File: config.mk
export PLATFORM = sky130hd
export DESIGN_NAME = draw_datapath_flat
export DESIGN_NICKNAME = d
export VERILOG_FILES = /design/src/rtl/draw_datapath_if.sv /design/src/rtl/draw_datapath.sv /design/src/flat_wrapper.sv
export SDC_FILE = /design/constraint.sdc
export NUM_CORES = 1
export LEC_CHECK = 0
export CORE_MARGIN = 4
export CORE_UTILIZATION = 54
export CTS_CLUSTER_DIAMETER = 120
export DETAILED_ROUTE_END_ITERATION = 6
export PLACE_DENSITY = 0.83
export SKIP_CTS_REPAIR_TIMING = 1
export SYNTH_ARGS = -nofsm -noshare
export SYNTH_HDL_FRONTEND = slang
export SYNTH_SLANG_ARGS = --single-unit
File: constraint.sdc
create_clock -name clk -period 2.1 [get_ports clk]
set_input_delay 0.21 -clock clk [delete_from_list [all_inputs] [get_ports clk]]
set_output_delay 0.21 -clock clk [all_outputs]
set_load 0.05 [all_outputs]
File: src/rtl/draw_datapath_if.sv
// Command/pixel bundle between the game controller, draw_datapath and the frame-buffer writer.
interface draw_datapath_if;
  logic [3:0] state_in;
  logic       sel;
  logic [7:0] x;
  logic [6:0] y;
  logic [2:0] colour;
  logic       plot;
  logic       flag;
  logic       collision;

  modport master (
    output state_in, sel,
    input  x, y, colour, plot, flag, collision
  );

  modport slave (
    input  state_in, sel,
    output x, y, colour, plot, flag, collision
  );
endinterface

File: src/rtl/draw_datapath.sv
// Demuxes bird/wall command codes and sweeps their pixels into the frame buffer.
// Define COLLISION_DETECT_EN to build the sticky bird/wall/floor collision detector.
module draw_datapath #(
  parameter int unsigned BIRD_X    = 20,
  parameter int unsigned BIRD_SIZE = 4,
  parameter int unsigned WALL_W    = 4,
  parameter int unsigned GAP_Y     = 40,
  parameter int unsigned GAP_H     = 32,
  parameter int unsigned SCR_W     = 160,
  parameter int unsigned SCR_H     = 120,
  parameter logic [2:0]  BIRD_COL  = 3'b110,
  parameter logic [2:0]  WALL_COL  = 3'b010
) (
  input  logic           clk,
  input  logic           reset,
  draw_datapath_if.slave bus
);
  localparam logic [3:0] C_DRAW  = 4'h1;
  localparam logic [3:0] C_ERASE = 4'h2;
  localparam logic [3:0] C_STEP  = 4'h3;
  localparam logic [3:0] C_FLAP  = 4'h4;

  localparam logic [6:0] BIRD_Y_MAX = 7'(SCR_H - BIRD_SIZE);
  localparam logic [6:0] BIRD_Y_RST = 7'((SCR_H - BIRD_SIZE) / 2);
  localparam logic [7:0] WALL_X_MAX = 8'(SCR_W - WALL_W);

  typedef enum logic [1:0] {S_IDLE, S_BIRD, S_WALL, S_DONE} state_e;

  state_e     state_q, state_d;
  logic [3:0] bird_cmd_q, bird_cmd_d, wall_cmd_q, wall_cmd_d;
  logic [3:0] op_q, op_d;
  logic       bird_pend_q, bird_pend_d, wall_pend_q, wall_pend_d;
  logic       bird_clr, wall_clr;
  logic [7:0] col_q, col_d;
  logic [6:0] row_q, row_d;
  logic [6:0] bird_y_q, bird_y_d;
  logic [7:0] wall_x_q, wall_x_d;
  logic [7:0] x_q, x_d;
  logic [6:0] y_q, y_d;
  logic [2:0] colour_q, colour_d;
  logic       plot_q, plot_d, flag_q, flag_d;
  logic       bird_ok, wall_ok, bird_last, wall_last, in_gap;

  // A code is pending only when it differs from the last one seen on its channel.
  always_comb begin
    bird_cmd_d  = bird_cmd_q;
    wall_cmd_d  = wall_cmd_q;
    bird_pend_d = bird_pend_q & ~bird_clr;
    wall_pend_d = wall_pend_q & ~wall_clr;
    if (!bus.sel) begin
      bird_cmd_d = bus.state_in;
      if (bus.state_in != bird_cmd_q) bird_pend_d = 1'b1;
    end else begin
      wall_cmd_d = bus.state_in;
      if (bus.state_in != wall_cmd_q) wall_pend_d = 1'b1;
    end
  end

  assign bird_ok   = bird_cmd_q inside {C_DRAW, C_ERASE, C_STEP, C_FLAP};
  assign wall_ok   = wall_cmd_q inside {C_DRAW, C_ERASE, C_STEP};
  assign bird_last = (col_q == 8'(BIRD_SIZE - 1)) && (row_q == 7'(BIRD_SIZE - 1));
  assign wall_last = (col_q == 8'(WALL_W - 1)) && (row_q == 7'(SCR_H - 1));
  assign in_gap    = (row_q >= 7'(GAP_Y)) && (row_q < 7'(GAP_Y + GAP_H));

  always_comb begin
    state_d  = state_q;
    op_d     = op_q;
    bird_clr = 1'b0;
    wall_clr = 1'b0;
    col_d    = col_q;
    row_d    = row_q;
    bird_y_d = bird_y_q;
    wall_x_d = wall_x_q;
    x_d      = x_q;
    y_d      = y_q;
    colour_d = colour_q;
    plot_d   = 1'b0;
    flag_d   = 1'b0;
    unique case (state_q)
      S_IDLE: begin
        // Unknown codes are consumed here without ever entering an op.
        if (bird_pend_q) begin
          bird_clr = 1'b1;
          op_d     = bird_cmd_q;
          if (bird_ok) state_d = S_BIRD;
        end else if (wall_pend_q) begin
          wall_clr = 1'b1;
          op_d     = wall_cmd_q;
          if (wall_ok) state_d = S_WALL;
        end
      end
      S_BIRD: begin
        if (op_q == C_STEP) begin
          bird_y_d = (bird_y_q >= BIRD_Y_MAX) ? BIRD_Y_MAX : bird_y_q + 7'd1;
          state_d  = S_DONE;
        end else if (op_q == C_FLAP) begin
          bird_y_d = (bird_y_q >= 7'd8) ? bird_y_q - 7'd8 : 7'd0;
          state_d  = S_DONE;
        end else begin
          plot_d   = 1'b1;
          x_d      = 8'(BIRD_X) + col_q;
          y_d      = bird_y_q + row_q;
          colour_d = (op_q == C_DRAW) ? BIRD_COL : 3'b000;
          if (col_q == 8'(BIRD_SIZE - 1)) begin
            col_d = 8'd0;
            row_d = row_q + 7'd1;
          end else begin
            col_d = col_q + 8'd1;
          end
          if (bird_last) begin
            col_d   = 8'd0;
            row_d   = 7'd0;
            state_d = S_DONE;
          end
        end
      end
      S_WALL: begin
        if (op_q == C_STEP) begin
          wall_x_d = (wall_x_q == 8'd0) ? WALL_X_MAX : wall_x_q - 8'd1;
          state_d  = S_DONE;
        end else begin
          // Gap rows still cost a cycle so the sweep length is fixed.
          plot_d   = ~in_gap;
          x_d      = wall_x_q + col_q;
          y_d      = row_q;
          colour_d = (op_q == C_DRAW) ? WALL_COL : 3'b000;
          if (row_q == 7'(SCR_H - 1)) begin
            row_d = 7'd0;
            col_d = col_q + 8'd1;
          end else begin
            row_d = row_q + 7'd1;
          end
          if (wall_last) begin
            col_d   = 8'd0;
            row_d   = 7'd0;
            state_d = S_DONE;
          end
        end
      end
      S_DONE: begin
        flag_d  = 1'b1;
        state_d = S_IDLE;
      end
      default: state_d = S_IDLE;
    endcase
  end

  always_ff @(posedge clk or posedge reset) begin
    if (reset) begin
      state_q     <= S_IDLE;
      bird_cmd_q  <= 4'h0;
      wall_cmd_q  <= 4'h0;
      bird_pend_q <= 1'b0;
      wall_pend_q <= 1'b0;
      op_q        <= 4'h0;
      col_q       <= 8'd0;
      row_q       <= 7'd0;
      bird_y_q    <= BIRD_Y_RST;
      wall_x_q    <= WALL_X_MAX;
      x_q         <= 8'd0;
      y_q         <= 7'd0;
      colour_q    <= 3'b000;
      plot_q      <= 1'b0;
      flag_q      <= 1'b0;
    end else begin
      state_q     <= state_d;
      bird_cmd_q  <= bird_cmd_d;
      wall_cmd_q  <= wall_cmd_d;
      bird_pend_q <= bird_pend_d;
      wall_pend_q <= wall_pend_d;
      op_q        <= op_d;
      col_q       <= col_d;
      row_q       <= row_d;
      bird_y_q    <= bird_y_d;
      wall_x_q    <= wall_x_d;
      x_q         <= x_d;
      y_q         <= y_d;
      colour_q    <= colour_d;
      plot_q      <= plot_d;
      flag_q      <= flag_d;
    end
  end

  assign bus.x      = x_q;
  assign bus.y      = y_q;
  assign bus.colour = colour_q;
  assign bus.plot   = plot_q;
  assign bus.flag   = flag_q;

`ifdef COLLISION_DETECT_EN
  logic coll_q, moved, overlap, outside_gap, floor_hit;

  // Judged on the post-move position so the flag lands the cycle after the move.
  assign moved       = ((state_q == S_BIRD) && ((op_q == C_STEP) || (op_q == C_FLAP))) ||
                       ((state_q == S_WALL) && (op_q == C_STEP));
  assign overlap     = ({1'b0, wall_x_d} <= 9'(BIRD_X + BIRD_SIZE - 1)) &&
                       ({1'b0, wall_x_d} + 9'(WALL_W - 1) >= 9'(BIRD_X));
  assign outside_gap = (bird_y_d < 7'(GAP_Y)) ||
                       ({1'b0, bird_y_d} + 8'(BIRD_SIZE - 1) > 8'(GAP_Y + GAP_H - 1));
  assign floor_hit   = (bird_y_d == BIRD_Y_MAX);

  always_ff @(posedge clk or posedge reset) begin
    if (reset)                                                coll_q <= 1'b0;
    else if (moved && ((overlap && outside_gap) || floor_hit)) coll_q <= 1'b1;
  end

  assign bus.collision = coll_q;
`else
  assign bus.collision = 1'b0;
`endif
endmodule

File: src/flat_wrapper.sv
// flat-port wrapper written by rule: the top's interface ports become plain ports
module draw_datapath_flat 
#(
  parameter int unsigned BIRD_X    = 20,
  parameter int unsigned BIRD_SIZE = 4,
  parameter int unsigned WALL_W    = 4,
  parameter int unsigned GAP_Y     = 40,
  parameter int unsigned GAP_H     = 32,
  parameter int unsigned SCR_W     = 160,
  parameter int unsigned SCR_H     = 120,
  parameter logic [2:0]  BIRD_COL  = 3'b110,
  parameter logic [2:0]  WALL_COL  = 3'b010
)
  (clk, reset, bus_state_in, bus_sel, bus_x, bus_y, bus_colour, bus_plot, bus_flag, bus_collision);
  draw_datapath_if bus_i ();
  input  logic clk;
  input  logic reset;
  input wire logic [$bits(bus_i.state_in)-1:0] bus_state_in;
  input wire logic [$bits(bus_i.sel)-1:0] bus_sel;
  output wire logic [$bits(bus_i.x)-1:0] bus_x;
  output wire logic [$bits(bus_i.y)-1:0] bus_y;
  output wire logic [$bits(bus_i.colour)-1:0] bus_colour;
  output wire logic [$bits(bus_i.plot)-1:0] bus_plot;
  output wire logic [$bits(bus_i.flag)-1:0] bus_flag;
  output wire logic [$bits(bus_i.collision)-1:0] bus_collision;
  assign bus_i.state_in = bus_state_in;
  assign bus_i.sel = bus_sel;
  assign bus_x = bus_i.x;
  assign bus_y = bus_i.y;
  assign bus_colour = bus_i.colour;
  assign bus_plot = bus_i.plot;
  assign bus_flag = bus_i.flag;
  assign bus_collision = bus_i.collision;
  draw_datapath #(.BIRD_X(BIRD_X), .BIRD_SIZE(BIRD_SIZE), .WALL_W(WALL_W), .GAP_Y(GAP_Y), .GAP_H(GAP_H), .SCR_W(SCR_W), .SCR_H(SCR_H), .BIRD_COL(BIRD_COL), .WALL_COL(WALL_COL)) u_core (.clk(clk), .reset(reset), .bus(bus_i));
endmodule
==> flow_summary.json, run 1 <==
{
  "finalCriticalPeriod_ns": 2.15,
  "timing.hold.ws_ns": 0.240,
  "critPathKind": "reg -> reg",
  "rrSetupSlack_ns": -0.05,
  "worstMarginPinSlew_ns": 0.615,
  "path_buf_inv": 1,
  "status": "finished, violations left",
  "tns_ns": -0.201,
  "post-route-drc-count": 0,
  "io_pins": 28,
  "fin_util_pct": 68.6,
  "total_power_mw": 8.82,
  "violations": "negative setup slack",
  "dp_hpwl_mm": 7.41,
  "synth_area_sq_um": 4360,
  "swShare_pct": 45.8,
  "cts_max_level": 3,
  "drtAntennaViolNets": 0,
  "totalWireLength_mm": 10.9,
  "cp-end-kind": "register",
  "finalClockSkew_ns": 0.00953,
  "cts_buffers": 9,
  "clockBufferDepth": 2,
  "min_period_over_period_pct": 102,
  "rr_worst_depth": 8,
  "fin_nets": 563,
  "yosys-mux-area-fraction_pct": 4.28,
  "critical_path.max_fanout": 3,
  "syn2layout_area_growth_pct": 22.9,
  "synth_xor_area_share_pct": 4.02,
  "yosysUniqueCellTypes": 77,
  "rows": 32,
  "syn_area_per_cell_sq_um": 9.38,
  "syn_inst": 465,
  "core_sq_um": 7810,
  "port_buffers": 25,
  "root_buffer": "clkbuf_8",
  "pwr-share-clk_pct": 11.9,
  "drive_gt1_share_pct": 22.6,
  "regArea_sq_um": 1640,
  "drt_iter0_markers": 200,
  "ys.flop_type": "dfrtp_1",
  "yosysWarningCount": 0,
  "cpMaxStageDelayCell": "dfrtp_1",
  "gp_congestion": 0.857,
  "fill_cells": 591,
  "worstReg2RegEnd": "u_core.bus.y[6]$_DFFE_PP0P_",
  "grt_pass1_vias": 3766,
  "stdcell_count": 632,
  "path_delay_family": "compound AO/OA/AOI/OAI gates",
  "num_vias": 3871,
  "async_reset_ff_share_pct": 100,
  "final_common_cell": "dfrtp_1",
  "worstPathArrival_ns": 2.42,
  "pwr_density_cell_nw_per_um2": 1650,
  "power_leakage_nw": 2.33,
  "dr.pass1.iters": 5,
  "layout_common_cells": "56 x dfrtp_1, 41 x buf_4, 40 x nand2_1, 32 x o21ai_0, 26 x ha_1",
  "switchingPower_mw": 4.04,
  "power_frac_comb_pct": 62.0,
  "pwr-share-seq_pct": 26.2,
  "synth_top_family_by_area": "compound AO/OA/AOI/OAI gates",
  "overflow": 0,
  "grt_pass1_wl_mm": 17.1,
  "crit_path_cell_trace": "buf_4 -> ha_2 -> fa_2 -> a211oi_2 -> nor2_1 -> a311o_1 -> xnor2_1 -> o21ai_0",
  "slew_viol_final": 0,
  "avgViaCountPerCell": 6.13,
  "startpoint_type": "register",
  "slew_headroom_pct": 58.0,
  "diodes": 0,
  "ys_seq_elements": 65,
  "drv_cap": 0,
  "clkLatencyLatePin_ns": 0.35,
  "synth_adder_area_share_pct": 9.24,
  "wl_per_cell_microns": 17.3,
  "cp.required_ns": 2.37,
  "synth-seq-area-share_pct": 37.5,
  "finalHoldViolCount": 0,
  "hp-class": "in -> async",
  "dp.cells": 604,
  "start_util_pct": 55.8,
  "grt_util_all_layers_pct": 21.3,
  "grt_max_degree": 66,
  "die_w_microns": 97.9,
  "worst_slack_ns": -0.0506,
  "synth_edf_count": 0,
  "multi_input_area_sq_um": 2670,
  "post_synth_and_or_nand_nor_area_fraction_pct": 18.9,
  "vdd_drop_max_mv": 0.966,
  "internal_power_mw": 4.79,
  "fmax_ghz": 0.465,
  "dieArea_sq_um": 9580,
  "rsz0062_at_grt": "yes",
  "clk_pin_slew_ns": 0.07,
  "clock-sinks": 65,
  "slowest_delay_ns": 0.39,
  "synth_compound_area_share_pct": 21.1,
  "cts_tree": "yes",
  "antenna_found_initial": 0,
  "die_h_microns": 97.9,
  "r2r-start": "u_core.bird_y_q[0]$_DFFE_PP0P_",
  "setup-violations-final": 7
}
[worst min-delay path: cells and delay by family]
family | cells | cell delay, ns
buffers and inverters | 3 | 0.78
[worst max path at each step]
stage                                   startpoint                            end  slack [ns]  cells after the start
floorplan              u_core.col_q[2]$_DFFE_PP0P_  u_core.state_q[0]$_DFFE_PP0P_        0.01                      7
global placement    u_core.bird_y_q[0]$_DFFE_PP0P_    u_core.bus.y[6]$_DFFE_PP0P_       -0.05                      7
detailed placement     u_core.col_q[3]$_DFFE_PP0P_  u_core.state_q[0]$_DFFE_PP0P_       -0.08                      7
CTS                 u_core.bird_y_q[0]$_DFFE_PP0P_    u_core.bus.y[6]$_DFFE_PP0P_       -0.09                      7
global route           u_core.col_q[2]$_DFFE_PP0P_    u_core.row_q[4]$_DFFE_PP0P_       -0.11                      8
finish              u_core.bird_y_q[0]$_DFFE_PP0P_    u_core.bus.y[6]$_DFFE_PP0P_       -0.05                      8
[sequential cells by signal, summed over array words and instances, names as in the netlist]
name / cells
u_core.bus.flag: 1
u_core.bus.colour: 2
u_core.bus.x: 8
u_core.col_q: 8
u_core.wall_pend_q: 1
u_core.wall_x_q: 8
u_core.op_q: 4
u_core.bird_pend_q: 1
u_core.bus.y: 7
u_core.bird_cmd_q: 4
u_core.state_q: 2
u_core.wall_cmd_q: 4
u_core.bus.plot: 1
u_core.bird_y_q: 7
u_core.row_q: 7
[routing by layer]
layer | GRT usage, % | wire [microns]
met4 | 5.54 | 202
met1 | 26.8 | 4540
met5 | 0 | 0
met3 | 5.64 | 634
met2 | 36.5 | 5540
[power groups by stage]
stage,combinational [mW],sequential (mW),clock [mW]
5_1_grt,5.92,2.38,1.12
3_3_place_gp,4.63,2.27,0
2_1_floorplan,2.78,2.76,0
6_report,5.47,2.31,1.05
4_1_cts,4.82,2.29,1.07
3_5_place_dp,4.79,2.30,0
[metrics by stage]
stage | instance area (sq um) | worst slack (ns)
5_1_grt | 5360 | -0.112
4_1_cts | 5100 | -0.0862
3_3_place_gp | 4910 | -0.0501
3_5_place_dp | 4910 | -0.0800
6_report | 5360 | -0.0506
2_1_floorplan | 4360 | 0.0104
[final cells by class]
type	count	share of cell area [%]
well taps	102	2.38
inverters	26	1.82
multi-input cells	352	49.9
clock inverters	3	0.747
repair buffers	71	11.8
clock buffers	13	2.78
flip-flops and latches	65	30.6
[cells in the mapped netlist, types with 6 or more instances]
library cell | n | area (sq um)
dfstp_2 | 8 | 210
a31oi_1 | 6 | 37.5
xor2_1 | 12 | 105
o21ai_0 | 34 | 170
or3_1 | 7 | 43.8
xnor2_1 | 8 | 70.1
nand2_1 | 42 | 158
nand3_1 | 13 | 65.1
nor3_1 | 7 | 35.0
inv_1 | 26 | 97.6
buf_2 | 6 | 30.0
clkbuf_1 | 12 | 45.0
nand4_1 | 6 | 37.5
ha_1 | 29 | 363
a21o_1 | 8 | 60.1
dfrtp_1 | 57 | 1430
a21oi_1 | 18 | 90.1
mux2_2 | 13 | 146
a22o_1 | 11 | 96.3
o31ai_1 | 6 | 45.0
nor2_1 | 28 | 105
[cell families after synthesis]
logic type / after synthesis
AO/OA/AOI/OAI: 131
multiplexers: 17
AND/OR/NAND/NOR: 151
buffers and inverters: 49
flip-flops: 65
other: 1
adder cells (fa/ha/maj): 31
XOR/XNOR: 20
No activity file was read; power rests on OpenSTA's default activity.
==> inputs of run 2 (changes only) <==
CAP_MARGIN = 20   (was unset)
HOLD_SLACK_MARGIN = 0.12   (was unset)
==> results of run 2 <==
No change in the layout: final DEF, timing and power equal those of run 1.
==> variant, RTL diff (flow settings as in run 2) <==
Re-encode `state_e` (4 states) as Gray code, 2 bits wide.
--- a/src/rtl/draw_datapath.sv
+++ b/src/rtl/draw_datapath.sv
@@ -24,7 +24,7 @@
   localparam logic [6:0] BIRD_Y_RST = 7'((SCR_H - BIRD_SIZE) / 2);
   localparam logic [7:0] WALL_X_MAX = 8'(SCR_W - WALL_W);
 
-  typedef enum logic [1:0] {S_IDLE, S_BIRD, S_WALL, S_DONE} state_e;
+  typedef enum logic [1:0] {S_IDLE = 2'b00, S_BIRD = 2'b01, S_WALL = 2'b11, S_DONE = 2'b10} state_e;
 
   state_e     state_q, state_d;
   logic [3:0] bird_cmd_q, bird_cmd_d, wall_cmd_q, wall_cmd_d;
Formal check against the unedited RTL: same outputs for any inputs over 4 cycles, from zero or initial values and one cycle with reset high; so few cycles prove little.
==> variant against run 2 <==
Count of clock-buffer cells in the layout decreased by 3. Synthesized area fell by 4.2%. Worst setup slack better by 0.092 ns. Synthesized cell count fell by 2.6%. Total power is 18% lower. Clock skew fell by 0.0014 ns. Critical path depth is 3 lower. Sequential share of layout area up 2.6 points. Final area fell by 7.9%. Wire length is 12% lower. Clock power shrank 7%. Sequential cell count unchanged. Die area fell by 3.8%. Global-route usage grew 0.54 points. Critical path type unchanged. Critical endpoint is now u_core.wall_x_q[5]. Largest power group unchanged.
==> variant: results (changes against run 2) <==
| Metric | Value |
|---|---|
| Worst R2R End | `u_core.wall_x_q[5]` |
| Number of global-route vias before repair | `3,371 (-10%)` |
| Routed wl met3 | `498 um (-21%)` |
| Met1 wire length | `4329 um (-4.6%)` |
| Final period utilization | `98.04% (-4.4 points)` |
| CP max FO | `6 (+3)` |
| Synth top cells by count | `57 x dfrtp_1, 48 x nand2_1, 36 x o21ai_0` |
| Post-place instance area | `4695 um2 (-4.4%)` |
| Worst reg-to-reg path cell count | `5 (-3)` |
| Vias/cell | `5.947 (-2.9%)` |
| FILL cells | `578 (-2.2%)` |
| Sequential fraction of design power | `31.7% (+5.5 points)` |
| Largest cells by area after synthesis | `dfrtp_1 34%, ha_1 7.5%, dfstp_2 5.0%` |
| Status | `finished clean` |
| Seq/Total Area, Yosys | `39.16% (+1.6 points)` |
| DRT Pass-1 Iters | `5 (unchanged)` |
| Non-clk buf share | `9.736% (-2.1 points)` |
| Global-route wire length before repair | `15,690 um (-8.3%)` |
| Clk sinks | `65 (unchanged)` |
| LEAKAGE | `0.002137 uW (-8.3%)` |
| Peak supply drop | `0.5912 mV (-39%)` |
| Clock buf count | `10 (-3)` |
| Met1 Usage GRT | `29.43% (+2.7 points)` |
| Critical path's slowest cell | `or4_4` |
| WL met2 | `4586 um (-17%)` |
| Drt initial violations | `193 (-3.5%)` |
| Layout cell share with drive strength beyond 1 | `17.03% (-5.6 points)` |
| Post-synth cell types | `71 (-7.8%)` |
| NumNets Final | `534 (-5.2%)` |
| Core ar. | `7370 um2 (-5.6%)` |
| Clock Power Share | `13.4% (+1.5 points)` |
| Skew final | `0.008105 ns (-0.001426 ns)` |
| Ant diodes | `0 (unchanged)` |
| Internal Pwr Total | `3891 uW (-19%)` |
| Met3 Resource Use GR | `3.049% (-2.6 points)` |
| CP Launch Point | `u_core.op_q[2]` |
| DP HPWL | `6972 um (-5.9%)` |
| Pre-CTS WS | `0.008836 ns (+0.08884 ns)` |
| Met2 Use GR | `35.61% (-0.93 points)` |
| CP peak stage delay | `0.44 ns (+0.05 ns)` |
| Multi-input gate area | `2442 um2 (-8.7%)` |
| Buffers on Ports | `25 (unchanged)` |
| Non-clk bufs | `54 (-24%)` |
| Inverter count | `18 (-31%)` |
| Family with the most delay on the worst path | `simple AND/OR/NAND/NOR gates` |
| Final clock-cell share | `3.676% (+0.15 points)` |
| GR Util All Layers | `21.87% (+0.54 points)` |
| Clk buf depth | `2 (unchanged)` |
| Sequential cell area | `1639 um2 (about the same)` |
| Clk_lat worst skew | `0.34 ns` |
-- variant: per-stage QoR --
step / power (uW) / hold slack, ns / util (%) / cells / TNS (ns)
after floorplan: 4914 / 0.3606 / - / 454 / 0
after global placement: 6016 / 0.4631 / 63.70 / 587 / 0
after detailed placement: 6183 / 0.4775 / 63.70 / 587 / 0
after CTS: 7175 / 0.2738 / 66.16 / 603 / -0.007043
after global routing: 7812 / 0.2904 / 66.96 / 604 / -0.03848
final: 7277 / 0.2552 / 66.96 / 604 / 0
-- variant: logic make-up after synthesis --
family	Yosys count	synth area share, %
buffers and inverters	37	3.832
adders and majority gates	27	8.443
DFF	65	39.16
muxes	19	5.000
and+or+nand+nor	164	20.57
AOI/OAI and AO/OA	118	18.29
xor gates and xnor gates	22	4.611
other	1	0.08973
